==> config.mk <==
export PLATFORM = sky130hd
export DESIGN_NAME = alu_arbiter
export DESIGN_NICKNAME = d
export VERILOG_FILES = /design/src/rtl/alu_arbiter.sv
export SDC_FILE = /design/constraint.sdc
export NUM_CORES = 1
export LEC_CHECK = 0
export CORE_ASPECT_RATIO = 0.8
export CORE_MARGIN = 2
export CORE_UTILIZATION = 39
export DETAILED_ROUTE_END_ITERATION = 7
export GPL_ROUTABILITY_DRIVEN = 1
export PLACE_DENSITY = 0.84
export SLEW_MARGIN = 15
export SYNTH_ARGS = -nofsm -noshare
export SYNTH_HDL_FRONTEND = slang
export SYNTH_SLANG_ARGS = --single-unit
==> constraint.sdc <==
create_clock -name clk -period 2.9 [get_ports clk]
set_input_delay 0.435 -clock clk [delete_from_list [all_inputs] [get_ports clk]]
set_output_delay 0.435 -clock clk [all_outputs]
set_load 0.01 [all_outputs]
==> src/rtl/alu_arbiter.sv <==
// -----------------------------------------------------------------------------
// alu_arbiter
//   Shares one combinational 16-bit ALU between NUM_REQ requesters. Requests
//   are granted round-robin. The granted operation is registered onto the ALU
//   input pins and held there for ALU_LATENCY cycles. The ALU result is then
//   captured and returned on a single valid/ready response channel, tagged
//   with the id of the requester that issued it.
//
// Ports
//   clk, rst_n            rising-edge clock, asynchronous active-low reset
//   req_valid/req_ready   per-requester handshake (at most one ready bit high)
//   req_a/req_b           16-bit operands, requester i at [16i+15:16i]
//   req_select            4-bit ALU select code per requester
//   req_mode              ALU mode per requester (0 arithmetic, 1 logic)
//   req_carry_in          ALU carry input per requester
//   alu_in_a/alu_in_b     registered operands driven to the ALU
//   alu_select/alu_mode/alu_carry_in  registered control driven to the ALU
//   alu_out/alu_carry_out/alu_compare  ALU results, sampled after the latency
//   rsp_valid/rsp_ready   response handshake
//   rsp_id                index of the requester that owns the response
//   rsp_data/rsp_carry/rsp_compare  captured ALU results
//   busy                  high whenever the block is not idle
// -----------------------------------------------------------------------------
module alu_arbiter #(
  parameter int NUM_REQ     = 4,
  parameter int ALU_LATENCY = 1,
  parameter int ID_W        = 2
) (
  input  logic                   clk,
  input  logic                   rst_n,
  input  logic [NUM_REQ-1:0]     req_valid,
  output logic [NUM_REQ-1:0]     req_ready,
  input  logic [16*NUM_REQ-1:0]  req_a,
  input  logic [16*NUM_REQ-1:0]  req_b,
  input  logic [4*NUM_REQ-1:0]   req_select,
  input  logic [NUM_REQ-1:0]     req_mode,
  input  logic [NUM_REQ-1:0]     req_carry_in,
  output logic [15:0]            alu_in_a,
  output logic [15:0]            alu_in_b,
  output logic [3:0]             alu_select,
  output logic                   alu_mode,
  output logic                   alu_carry_in,
  input  logic [15:0]            alu_out,
  input  logic                   alu_carry_out,
  input  logic                   alu_compare,
  output logic                   rsp_valid,
  input  logic                   rsp_ready,
  output logic [ID_W-1:0]        rsp_id,
  output logic [15:0]            rsp_data,
  output logic                   rsp_carry,
  output logic                   rsp_compare,
  output logic                   busy
);

  typedef enum logic [1:0] {
    IDLE = 2'd0,
    EXEC = 2'd1,
    RESP = 2'd2
  } state_t;

  // Counter reload value; EXEC lasts ALU_LATENCY cycles.
  localparam logic [3:0]      WAIT_INIT = 4'(ALU_LATENCY - 1);
  // Pointer starts at the last requester so requester 0 wins first.
  localparam logic [ID_W-1:0] LAST_INIT = ID_W'(NUM_REQ - 1);

  // Per-requester views of the packed request buses.
  logic [15:0] a_arr   [NUM_REQ];
  logic [15:0] b_arr   [NUM_REQ];
  logic [3:0]  sel_arr [NUM_REQ];

  for (genvar gi = 0; gi < NUM_REQ; gi++) begin : g_unpack
    assign a_arr[gi]   = req_a[16*gi +: 16];
    assign b_arr[gi]   = req_b[16*gi +: 16];
    assign sel_arr[gi] = req_select[4*gi +: 4];
  end

  state_t          state_q, state_d;
  logic [ID_W-1:0] last_grant_q, last_grant_d;
  logic [3:0]      wait_q, wait_d;
  logic [ID_W-1:0] id_q, id_d;
  logic [15:0]     alu_a_q, alu_a_d;
  logic [15:0]     alu_b_q, alu_b_d;
  logic [3:0]      alu_sel_q, alu_sel_d;
  logic            alu_mode_q, alu_mode_d;
  logic            alu_cin_q, alu_cin_d;
  logic            rsp_valid_q, rsp_valid_d;
  logic [ID_W-1:0] rsp_id_q, rsp_id_d;
  logic [15:0]     rsp_data_q, rsp_data_d;
  logic            rsp_carry_q, rsp_carry_d;
  logic            rsp_cmp_q, rsp_cmp_d;

  // Round-robin search: first valid requester starting just after the
  // previous grant, wrapping modulo NUM_REQ.
  logic [ID_W-1:0] winner;
  logic            found;
  int              cand;

  always_comb begin
    winner = '0;
    found  = 1'b0;
    cand   = 0;
    for (int k = 1; k <= NUM_REQ; k++) begin
      cand = (int'(last_grant_q) + k) % NUM_REQ;
      if (!found && req_valid[ID_W'(cand)]) begin
        found  = 1'b1;
        winner = ID_W'(cand);
      end
    end
  end

  // Ready is only offered in IDLE, so the winner's valid implies acceptance.
  always_comb begin
    req_ready = '0;
    if (state_q == IDLE && found) begin
      req_ready[winner] = 1'b1;
    end
  end

  always_comb begin
    state_d      = state_q;
    last_grant_d = last_grant_q;
    wait_d       = wait_q;
    id_d         = id_q;
    alu_a_d      = alu_a_q;
    alu_b_d      = alu_b_q;
    alu_sel_d    = alu_sel_q;
    alu_mode_d   = alu_mode_q;
    alu_cin_d    = alu_cin_q;
    rsp_valid_d  = rsp_valid_q;
    rsp_id_d     = rsp_id_q;
    rsp_data_d   = rsp_data_q;
    rsp_carry_d  = rsp_carry_q;
    rsp_cmp_d    = rsp_cmp_q;
    case (state_q)
      IDLE: begin
        if (found) begin
          alu_a_d      = a_arr[winner];
          alu_b_d      = b_arr[winner];
          alu_sel_d    = sel_arr[winner];
          alu_mode_d   = req_mode[winner];
          alu_cin_d    = req_carry_in[winner];
          id_d         = winner;
          last_grant_d = winner;
          wait_d       = WAIT_INIT;
          state_d      = EXEC;
        end
      end
      EXEC: begin
        if (wait_q == 4'd0) begin
          rsp_data_d  = alu_out;
          rsp_carry_d = alu_carry_out;
          rsp_cmp_d   = alu_compare;
          rsp_id_d    = id_q;
          rsp_valid_d = 1'b1;
          state_d     = RESP;
        end else begin
          wait_d = wait_q - 4'd1;
        end
      end
      RESP: begin
        // Only rsp_ready sampled while in RESP releases the response.
        if (rsp_ready) begin
          rsp_valid_d = 1'b0;
          state_d     = IDLE;
        end
      end
      default: begin
        state_d = IDLE;
      end
    endcase
  end

  always_ff @(posedge clk or negedge rst_n) begin
    if (!rst_n) begin
      state_q      <= IDLE;
      last_grant_q <= LAST_INIT;
      wait_q       <= '0;
      id_q         <= '0;
      alu_a_q      <= '0;
      alu_b_q      <= '0;
      alu_sel_q    <= '0;
      alu_mode_q   <= 1'b0;
      alu_cin_q    <= 1'b0;
      rsp_valid_q  <= 1'b0;
      rsp_id_q     <= '0;
      rsp_data_q   <= '0;
      rsp_carry_q  <= 1'b0;
      rsp_cmp_q    <= 1'b0;
    end else begin
      state_q      <= state_d;
      last_grant_q <= last_grant_d;
      wait_q       <= wait_d;
      id_q         <= id_d;
      alu_a_q      <= alu_a_d;
      alu_b_q      <= alu_b_d;
      alu_sel_q    <= alu_sel_d;
      alu_mode_q   <= alu_mode_d;
      alu_cin_q    <= alu_cin_d;
      rsp_valid_q  <= rsp_valid_d;
      rsp_id_q     <= rsp_id_d;
      rsp_data_q   <= rsp_data_d;
      rsp_carry_q  <= rsp_carry_d;
      rsp_cmp_q    <= rsp_cmp_d;
    end
  end

  assign alu_in_a     = alu_a_q;
  assign alu_in_b     = alu_b_q;
  assign alu_select   = alu_sel_q;
  assign alu_mode     = alu_mode_q;
  assign alu_carry_in = alu_cin_q;
  assign rsp_valid    = rsp_valid_q;
  assign rsp_id       = rsp_id_q;
  assign rsp_data     = rsp_data_q;
  assign rsp_carry    = rsp_carry_q;
  assign rsp_compare  = rsp_cmp_q;
  assign busy         = (state_q != IDLE);

endmodule

Word-level counts from Yosys, hierarchy flattened:

Cells that the tools add are included.

* add/sub/neg operators: 5
* multiply operators: 0
* divide/modulo/power cells: 0
* order comparisons: 7
* eq/ne operators: 6
* shifts and indexed selects: 0
* mux-type cells: 46
* bitwise gates (word level): 1
* reduce and logical (&&, ||, !) cells: 18

Operators with widths (number)
* binary-select mux 16 bit (select 2 bit): 2
* 2-to-1 mux 16 bit: 4
* 2-to-1 mux 4 bit: 5
* 2-to-1 mux 1 bit: 17
* less-than comparator 2 x 4 -> 1 bit (second input constant): 4
* 2-to-1 mux 2 bit: 7
* binary-select mux 1 bit (select 2 bit): 6
* AND reduction 3 bit: 3
* binary-select mux 4 bit (select 2 bit): 1
* inequality test 2 bit (second input constant): 4
* one-hot mux 4 bit (2 select lines): 1
* one-hot mux 2 bit (3 select lines): 1
* nonzero test 2 bit: 3
* logical AND 1 bit: 5
* adder 2 x 1 -> 2 bit (second input constant): 2
* adder 2 bit (second input constant): 2
* zero test 4 bit: 1
* AND reduction 2 bit: 2
* subtractor 4 x 1 -> 4 bit (second input constant): 1
* >= comparator 3 bit (second input constant): 1
* zero test 1 bit: 3
* less-than comparator 2 x 3 -> 1 bit (second input constant): 1
* NOT 2 -> 3 bit: 1
* demux 1 bit (select 2 bit): 1
* other kinds (5): 5

* flip-flop bits (word level): 69
* bits in latches: 0
* memory bits (writable): 0
* memory bits (read-only): 0
* input bits: 177
* output and inout bits: 64
* word-level logic and storage cells: 97
* memories kept: 0

Longest topological paths before layout:

Gate-level depths: netlist (run 1).

* word-level depth: 19
* depth in mapped cells: 7
* gate-level depth less buffers: 7

Worst setup path after synthesis (run 1):

No wires, ideal clock.

* kind: reg2reg
* start point: register last_grant_q[0]
* end point: register alu_a_q[10] (netlist: alu_in_a[10])
* library setup time: 126 ps
* arrival time: 2027 ps
* required time: 2774 ps
* path slack: 747 ps
* cell stages (with the launch flop): 7
* buffers on the path: 1
* clock period less this slack: 2153 ps
* cells stage by stage: dfstp_2 -> and2b_4 -> o21a_4 -> nor3_4 -> buf_6 -> mux2_1 -> a221o_1

* cells in the longest elaborated chain, start to end: 18
* elaborated cells between the ends (all ways): 35
* classes of those cells: add/sub (4); mux (23); bitwise (1); reduce/logical (7)

RTL lines
* from (decl): RTL line 78 `logic [ID_W-1:0] last_grant_q, last_grant_d;`
* from (signal assigned): RTL line 191 `last_grant_q <= last_grant_d;`
* adder 2 x 1 -> 2 bit: RTL line 103 `cand = (int'(last_grant_q) + k) % NUM_REQ;`
* binary-select mux 1 bit (select 2 bit): RTL line 104 `if (!found && req_valid[ID_W'(cand)]) begin`
* 2-to-1 mux 1 bit (implied by the code) (2 in series): RTL line 104
* 2-to-1 mux 1 bit: RTL line 104
* zero test 1 bit: RTL line 104
* logical AND 1 bit: RTL line 104
* 2-to-1 mux 1 bit: RTL line 104
* zero test 1 bit: RTL line 104
* logical AND 1 bit: RTL line 104
* 2-to-1 mux 1 bit: RTL line 104
* zero test 1 bit: RTL line 104
* logical AND 1 bit: RTL line 104
* 2-to-1 mux 2 bit: RTL line 104
* NOT 2 -> 3 bit (implied by the code): RTL line 137 `alu_a_d = a_arr[winner];`
* binary-select mux 16 bit (select 2 bit): RTL line 137
* 2-to-1 mux 16 bit (implied by the code) (2 in series): RTL line 137
* to (signal assigned): RTL line 194 `alu_a_q <= alu_a_d;`
* to (decl): RTL line 81 `logic [15:0] alu_a_q, alu_a_d;`

Parallel ways exist; a longest one is shown, timed or not. The select of a mux whose other input is x is not followed.
A chain may end at the register's enable or synchronous reset.

Final worst setup path (run 1):

* start point: input req_valid[2]
* end point: output req_ready[0]

* cells in the longest elaborated chain, start to end: 18
* elaborated cells between the ends (all ways): 33
* classes of those cells: order compare (2); mux (23); reduce/logical (8)

RTL lines
* from (decl): RTL line 31 `input logic [NUM_REQ-1:0] req_valid,`
* binary-select mux 1 bit (select 2 bit): RTL line 104
* 2-to-1 mux 1 bit (implied by the code) (2 in series): RTL line 104
* 2-to-1 mux 1 bit: RTL line 104
* zero test 1 bit: RTL line 104
* logical AND 1 bit: RTL line 104
* 2-to-1 mux 1 bit: RTL line 104
* zero test 1 bit: RTL line 104
* logical AND 1 bit: RTL line 104
* 2-to-1 mux 1 bit: RTL line 104
* zero test 1 bit: RTL line 104
* logical AND 1 bit: RTL line 104
* 2-to-1 mux 2 bit: RTL line 104
* less-than comparator 2 x 3 -> 1 bit (implied by the code) or >= comparator 2 x 1 -> 1 bit (tied branches): RTL line 115 `req_ready[winner] = 1'b1;`
* logical AND 1 bit (implied by the code): RTL line 115
* 2-to-1 mux 1 bit (implied by the code): RTL line 115
* demux 1 bit (select 2 bit): RTL line 115
* 2-to-1 mux 4 bit *: RTL line 114 `if (state_q == IDLE && found) begin`
* to (decl): RTL line 32 `output logic [NUM_REQ-1:0] req_ready,`

Mark *: on every way between the ends. The rest lies on a longest branch, timed or not. The select of a mux whose other input is x is not followed.

==> qor.csv, run 1 <==
stage,metric,value,unit
logic_synthesis,"Seq/Total Area, Yosys",41.22,%
critical_path,Critical Path Sink Type,output port,
finish,most frequent cells in the layout,"clkdlybuf4s50_1 (237), dfrtp_1 (67), a21oi_1 (41)",
logic_synthesis,largest family of logic cells by synthesized area,compound AO/OA/AOI/OAI gates,
finish,"Core Util, Final",69.21,%
drt,DRT antenna net count,0,
timing,Slew @ Worst Pin,1.214,ns
power,Peak VDD IR,509.5,µV
logic_synthesis,post-synthesis mux area share,17.18,%
critical_path,Worst EP arrival,2.37,ns
critical_path,largest fanout on the critical path,5,
critical_path,CP Launch Type,input pin,
critical_path,Setup Crit Path Kind,input pin to output port,
floorplanning,io pins,241,
finish,fin cells,763,
finish,synthesis-to-finish area growth,70.98,%
power,PD cells,963.3,nW/µm²
finish,"most common cell after layout, fill and taps aside",clkdlybuf4s50_1,
floorplanning,DIE AREA,11610,µm²
floorplanning,row count,33,
clock_network,Worst-path clk slew,0.06,ns
finish,post-route design area,7173,µm²
timing,final hold vios,0,
floorplanning,core area,10360,µm²
global_routing,largest net degree at the start of global routing,70,
clock_network,# hold bufs at CTS,0,
critical_path,critical path's largest stage delay,0.59,ns
global_routing,first-pass GRT wire length,24610,µm
drt,initial DRC count,219,
logic_synthesis,Synth Area per Inst,10.78,µm²
place,post-DP HPWL,10640,µm
clock_network,CTS Sinks,69,
drt,vias,4424,
critical_path,Most common cell on crit path,clkdlybuf4s50_1,
place,gpl congestion,0.8559,
finish,fill cell count,768,
critical_path,Critical-path top delay cell,clkdlybuf4s50_1,
power,Leak,2.942,nW
clock_network,Clock Tree Buf Depth,2,
logic_synthesis,Syn. warnings,0,
clock_network,Root Buffer,clkbuf_16,
clock_network,H-tree depth,3,
timing,Layout Skew,0.006797,ns
place,Area after DPL,6812,µm²
clock_network,Setup Buffers After CTS,0,
logic_synthesis,cells after synthesis,389,
clock_network,CTS tree,done,
logic_synthesis,"flops & latches, synth",69,
timing,Max-slew headroom,18.73,%
timing,min Tclk post-route,2.805,ns
power,overall power,6.910,mW
clock_network,Clock Latency Late Sink,0.33,ns
drt,Post-route DRC,0,
global_routing,Tot GR Track Use,27.11,%
drt,first drt pass iteration count,4,
run_status,status,completed,
critical_path,critical path cell sequence,clkdlybuf4s50_1 > nand2b_4 > a21boi_0 > o22ai_1 > a21oi_2 > nor2b_1 > clkdlybuf4s50_1,
timing,Setup-failing EPs final,0,
floorplanning,Die Ht,96.77,µm
logic_synthesis,Synth Area in XOR/XNOR,0.4175,%
logic_synthesis,synthesized area,4195,µm²
finish,ant diodes,0,
timing,period utilization,96.73,%
global_routing,vias in the first global route,4769,
drt,vias per inst,5.798,
timing,max-slew violations,0,
logic_synthesis,Adder-Cell Fraction of Synth Area,0.5965,%
timing,f_max,0.3565,GHz
place,DP Worst Slack,-0.02058,ns
logic_synthesis,Simple-Gate Fraction of Synth Area,10.62,%
floorplanning,Die Wd,120.0,µm
floorplanning,initial core utilization,40.48,%
timing,setup ws final,0.09494,ns
drt,Routed wire per std cell,20.92,µm
critical_path,WP data required,2.47,ns
finish,nets,797,
place,placed insts,747,
timing,RSZ-0062 raised after global routing,no,
place,I/O Buffers,240,
clock_network,total CTS buffers,9,
logic_synthesis,Synth Area in Compound Gates,24.01,%
drt,drt total wl,15960,µm
logic_synthesis,Cell variety after synth,40,
flow_run,maxcap violations,0,
global_routing,Congestion Overflow GR,0,
finish,layout cells sized above 1,15.25,%
logic_synthesis,Mapped Nets,568,
global_routing,initial antenna violation count,0,
hold_path,Worst Hold Class,input pin to async pin,
-- layer usage --
metal	vias to the layer above	global-route usage [%]	share of wire, %
met2	224	47.42	51
li1	1997	-	-
met5	-	0	0
met1	2177	32.23	39
met4	0	9.412	2.0
met3	26	6.781	8.4
-- critical path, delay by kind of cell --
family / cells / cell delay (ns)
and+or+nand+nor: 2 / 0.34
AOI/OAI and AO/OA: 3 / 0.46
buffers and inverters: 2 / 1.13
-- cells by family after synthesis --
logic type / count (synthesis)
AO/OA/AOI/OAI: 137
AND/OR/NAND/NOR: 73
flip-flops: 69
multiplexers: 58
buffers and inverters: 48
XOR/XNOR: 2
adder cells (fa/ha/maj): 2
-- cell type report --
cell class | count | area, µm² | area share [%]
timing repair buffer | 262 | 2630 | 36.66
multi-input combinational | 272 | 2283 | 31.83
sequential | 69 | 1729 | 24.11
clock buffer | 10 | 229.0 | 3.192
tap | 140 | 175.2 | 2.442
clock inverter | 6 | 111.4 | 1.552
inverter | 4 | 15.01 | 0.2093
-- through the flow --
stage	hold slack [ns]	TNS, ns
after floorplan	0.1394	0
after global placement	0.4561	0
after detailed placement	0.4674	-0.02986
after CTS	0.1371	0
after global routing	0.1423	0
final	0.1118	0
-- flip-flops by register name, summed over array words and instances, names as in the netlist, 4 cells and up --
name        flops
rsp_data       16
alu_in_a       16
alu_select      4
alu_in_b       16
wait_q          4
-- report_power, final --
| part | internal, mW | switching [mW] |
|---|---|---|
| Combinational | 2.10 | 1.79 |
| Sequential | 1.46 | 0.304 |
| Clock | 0.840 | 0.417 |
-- path summary, 6_finish.rpt --
path / depth (start not counted) / slack, ns / end / from
max in group asynchronous: 2 / 2.47 / last_grant_q[1] / rst_n
worst min-delay path: 2 / 0.11 / rsp_data[8] / rst_n
worst min register to register: 1 / 0.48 / id_q[1] / id_q[1]
min in group clk: 1 / 0.48 / id_q[1] / id_q[1]
worst max-delay path: 7 / 0.09 / req_ready[0] / req_valid[2]
worst max register to register: 7 / 0.53 / alu_in_a[10] / last_grant_q[0]
-- Yosys cell counts --
cell type / instances / area share (%)
and2b_4: 1 / 0.24
nand4_1: 38 / 5.7
o31ai_1: 39 / 7.0
inv_1: 4 / 0.36
nand2_1: 3 / 0.27
nor3b_1: 1 / 0.18
buf_6: 7 / 1.9
xnor2_1: 1 / 0.21
mux2_4: 18 / 6.4
nand2b_2: 1 / 0.21
nor3b_2: 1 / 0.30
dfrtp_1: 67 / 40
ha_1: 2 / 0.60
or4b_2: 1 / 0.24
nand2b_1: 2 / 0.30
a21oi_2: 1 / 0.21
a21o_1: 5 / 0.89
a221o_1: 38 / 9.1
mux2_2: 20 / 5.4
o21ai_0: 6 / 0.72
or3b_1: 1 / 0.21
nand3_1: 1 / 0.12
nor3_4: 1 / 0.39
nor2b_1: 3 / 0.45
or4_1: 1 / 0.18
nor2_1: 15 / 1.3
o21a_4: 1 / 0.36
nor3_2: 1 / 0.24
o22ai_1: 2 / 0.30
or2_1: 1 / 0.15
buf_2: 14 / 1.7
dfstp_2: 2 / 1.3
and2_1: 1 / 0.15
o21a_1: 1 / 0.18
o21ai_1: 1 / 0.12
mux2_1: 20 / 5.4
a21boi_0: 1 / 0.18
clkbuf_1: 23 / 2.1
a21oi_1: 42 / 5.0
xor2_1: 1 / 0.21
-- timing repair --
action	in CTS	in global routing
endpoints found under the hold margin	0	0
pin swaps	0	1
setup endpoints to repair	2	4
gates resized for setup	1	6
Power figures use the tool's default switching activity.
==> run 2, diff against run 1 <==
Settings changed: CORE_MARGIN 2 to unset.
==> run 2 against run 1 <==
Against the previous run:
- non-clock buffer count rose by 2
- critical path depth did not move
- sequential share of layout area rose by 0.21 points
- largest power group unchanged
- die area fell by 3.7%
- largest cell class unchanged
- first-iteration DRC count rose by 10%
- combinational power fell by 2%
- wire length fell by 3.4%
- highest routed layer unchanged
- via count fell by 0.16%
- register-to-register slack got worse by 0.05 ns
==> qor.csv, run 2 (synthesized netlist as in run 1, its figures left out) <==
stage,metric,value,unit,change
timing,Layout Skew,0.007296,ns,was 0.006797 ns
finish,Sequential Area,1729,µm²,unchanged
floorplanning,initial core utilization,40.48,%,unchanged
drt,Post-route DRC,0,,unchanged
finish,most frequent cells in the layout,"clkdlybuf4s50_1 (237), dfrtp_1 (67), a21oi_1 (41)",,unchanged
drt,first drt pass iteration count,4,,unchanged
power,P_sw,2.448,mW,was 2.515 mW
critical_path,Critical Path Sink Type,output port,,unchanged
clock_network,CTS resizes,0,,was 1
finish,ant diodes,0,,unchanged
finish,synthesis-to-finish area growth,69.52,%,was 70.98%
power,overall power,6.692,mW,was 6.910 mW
clock_network,Clock Latency Late Sink,0.33,ns,about the same
power,PD cells,941.0,nW/µm²,was 963.3 nW/µm²
clock_network,Worst-path clk slew,0.06,ns,about the same
power,share of power burned in registers,26.3,%,was 25.5%
global_routing,first-pass GRT wire length,23750,µm,"was 24,610 µm"
timing,final hold vios,0,,unchanged
floorplanning,row count,33,,unchanged
finish,nets,799,,was 797
power,Leak,2.919,nW,was 2.942 nW
critical_path,critical path cell sequence,clkdlybuf4s50_1 > nand2b_1 > o22ai_1 > buf_4 > nor3_4 > nor2b_1 > clkdlybuf4s50_1,,was clkdlybuf4s50_1 > nand2b_4 > a21boi_0 > o22ai_1 > a21oi_2 > nor2b_1 > clkdlybuf4s50_1
clock_network,CTS Sinks,69,,unchanged
drt,initial DRC count,241,,was 219
clock_network,# hold bufs at CTS,0,,unchanged
floorplanning,Die Ht,94.77,µm,was 96.77 µm
floorplanning,Die Wd,118.0,µm,was 120.0 µm
power,Peak VDD IR,541.4,µV,was 509.5 µV
global_routing,vias in the first global route,4709,,"was 4,769"
clock_network,Clock Tree Buf Depth,2,,unchanged
place,post-DP HPWL,10570,µm,"was 10,640 µm"
hold_path,Worst Hold Class,input pin to async pin,,unchanged
finish,area of the multi-input gates,2270,µm²,was 2283 µm²
global_routing,Congestion Overflow GR,0,,unchanged
flow_run,maxcap violations,0,,unchanged
run_status,status,completed,,unchanged
timing,max-slew violations,0,,unchanged
floorplanning,core area,10360,µm²,unchanged
power,Comb pwr share,56.8,%,was 56.3%
drt,DRT antenna net count,0,,unchanged
finish,fill cell count,800,,was 768
timing,hold_ws,0.2319,ns,was 0.1118 ns
timing,Max-slew headroom,40.40,%,was 18.73%
clock_network,Setup Buffers After CTS,0,,unchanged
drt,drt total wl,15410,µm,"was 15,960 µm"
timing,min Tclk post-route,2.802,ns,was 2.805 ns
place,I/O Buffers,240,,unchanged
timing,Setup-failing EPs final,0,,unchanged
power,Sw Share,36.58,%,was 36.40%
critical_path,CP bufs+invs,3,,was 2
place,gpl congestion,0.9339,,was 0.8559
critical_path,Critical-path top delay cell,clkdlybuf4s50_1,,unchanged
critical_path,WP data required,2.47,ns,about the same
clock_network,CTS tree,done,,unchanged
global_routing,initial antenna violation count,0,,unchanged
finish,layout cells sized above 1,15.04,%,was 15.25%
critical_path,Most common cell on crit path,clkdlybuf4s50_1,,unchanged
floorplanning,io pins,241,,unchanged
drt,vias,4417,,"was 4,424"
finish,"most common cell after layout, fill and taps aside",clkdlybuf4s50_1,,unchanged
global_routing,Tot GR Track Use,27.41,%,was 27.11%
power,Pint,4.244,mW,was 4.394 mW
drt,Routed wire per std cell,20.15,µm,was 20.92 µm
clock_network,H-tree depth,3,,unchanged
timing,f_max,0.3568,GHz,was 0.3565 GHz
critical_path,Worst EP arrival,2.37,ns,about the same
critical_path,Setup Crit Path Kind,input pin to output port,,unchanged
global_routing,largest net degree at the start of global routing,70,,unchanged
timing,Setup TNS,0,ns,unchanged
critical_path,critical path's largest stage delay,0.59,ns,about the same
timing,period utilization,96.63,%,was 96.73%
power,Clk network pwr share,16.9,%,was 18.2%
clock_network,total CTS buffers,9,,unchanged
floorplanning,DIE AREA,11180,µm²,"was 11,610 µm²"
drt,vias per inst,5.774,,was 5.798
critical_path,largest fanout on the critical path,6,,was 5
critical_path,CP Launch Type,input pin,,unchanged
timing,Slew @ Worst Pin,0.8939,ns,was 1.214 ns
critical_path,crit-path leading delay family,buffers and inverters,,unchanged
clock_network,Root Buffer,clkbuf_16,,unchanged
timing,RSZ-0062 raised after global routing,no,,unchanged
-- run 2: per-layer routing --
metal / GRT usage [%] / wire length [µm] / share of wire (%) / up-vias
li1: - / - / - / 1998
met1: 30.44 / 6025 / 39 / 2175
met2: 50.93 / 8064 / 52 / 234
met3: 7.367 / 1233 / 8.0 / 10
met4: 9.615 / 89 / 0.58 / 0
met5: 0 / 0 / 0 / -
-- run 2: worst paths after layout --
path / from / to / slack, ns / cells after the start
setup / recovery: req_valid[1] / req_ready[3] / 0.1 / 7
hold / removal: rst_n / rsp_data[9] / 0.23 / 1
setup reg to reg: last_grant_q[0] / alu_in_a[14] / 0.48 / 6
hold reg to reg: id_q[1] / id_q[1] / 0.48 / 1
max in group asynchronous: rst_n / alu_in_a[10] / 2.08 / 1
min in group clk: id_q[1] / id_q[1] / 0.48 / 1
-- run 2: power groups by stage --
stage | Combinational (mW) | Sequential [mW] | Clock [mW]
after CTS | 3.81 | 1.76 | 1.16
after detailed placement | 3.79 | 1.77 | 0
after floorplan | 1.95 | 1.89 | 0
final | 3.80 | 1.76 | 1.13
after global placement | 3.68 | 1.74 | 0
after global routing | 4.05 | 1.82 | 1.19
-- run 2: cell type report --
| type | instances | area share (%) |
|---|---|---|
| clock inverters | 3 | 0.5982 |
| repair buffers | 264 | 36.70 |
| multi-input cells | 272 | 31.91 |
| flip-flops and latches | 69 | 24.31 |
| inverters | 4 | 0.2111 |
| clock buffers | 13 | 3.800 |
| well taps | 140 | 2.463 |
-- run 2: per-stage QoR --
stage	instances	setup WS [ns]	instance area [µm²]	utilization [%]
floorplan	389	0.7473	4195	-
finish	765	0.09770	7112	68.62
global route	765	0.008350	7112	68.62
CTS	765	0.06448	7103	68.54
global placement	749	0.1336	6790	65.52
detailed placement	749	0.06722	6790	65.52
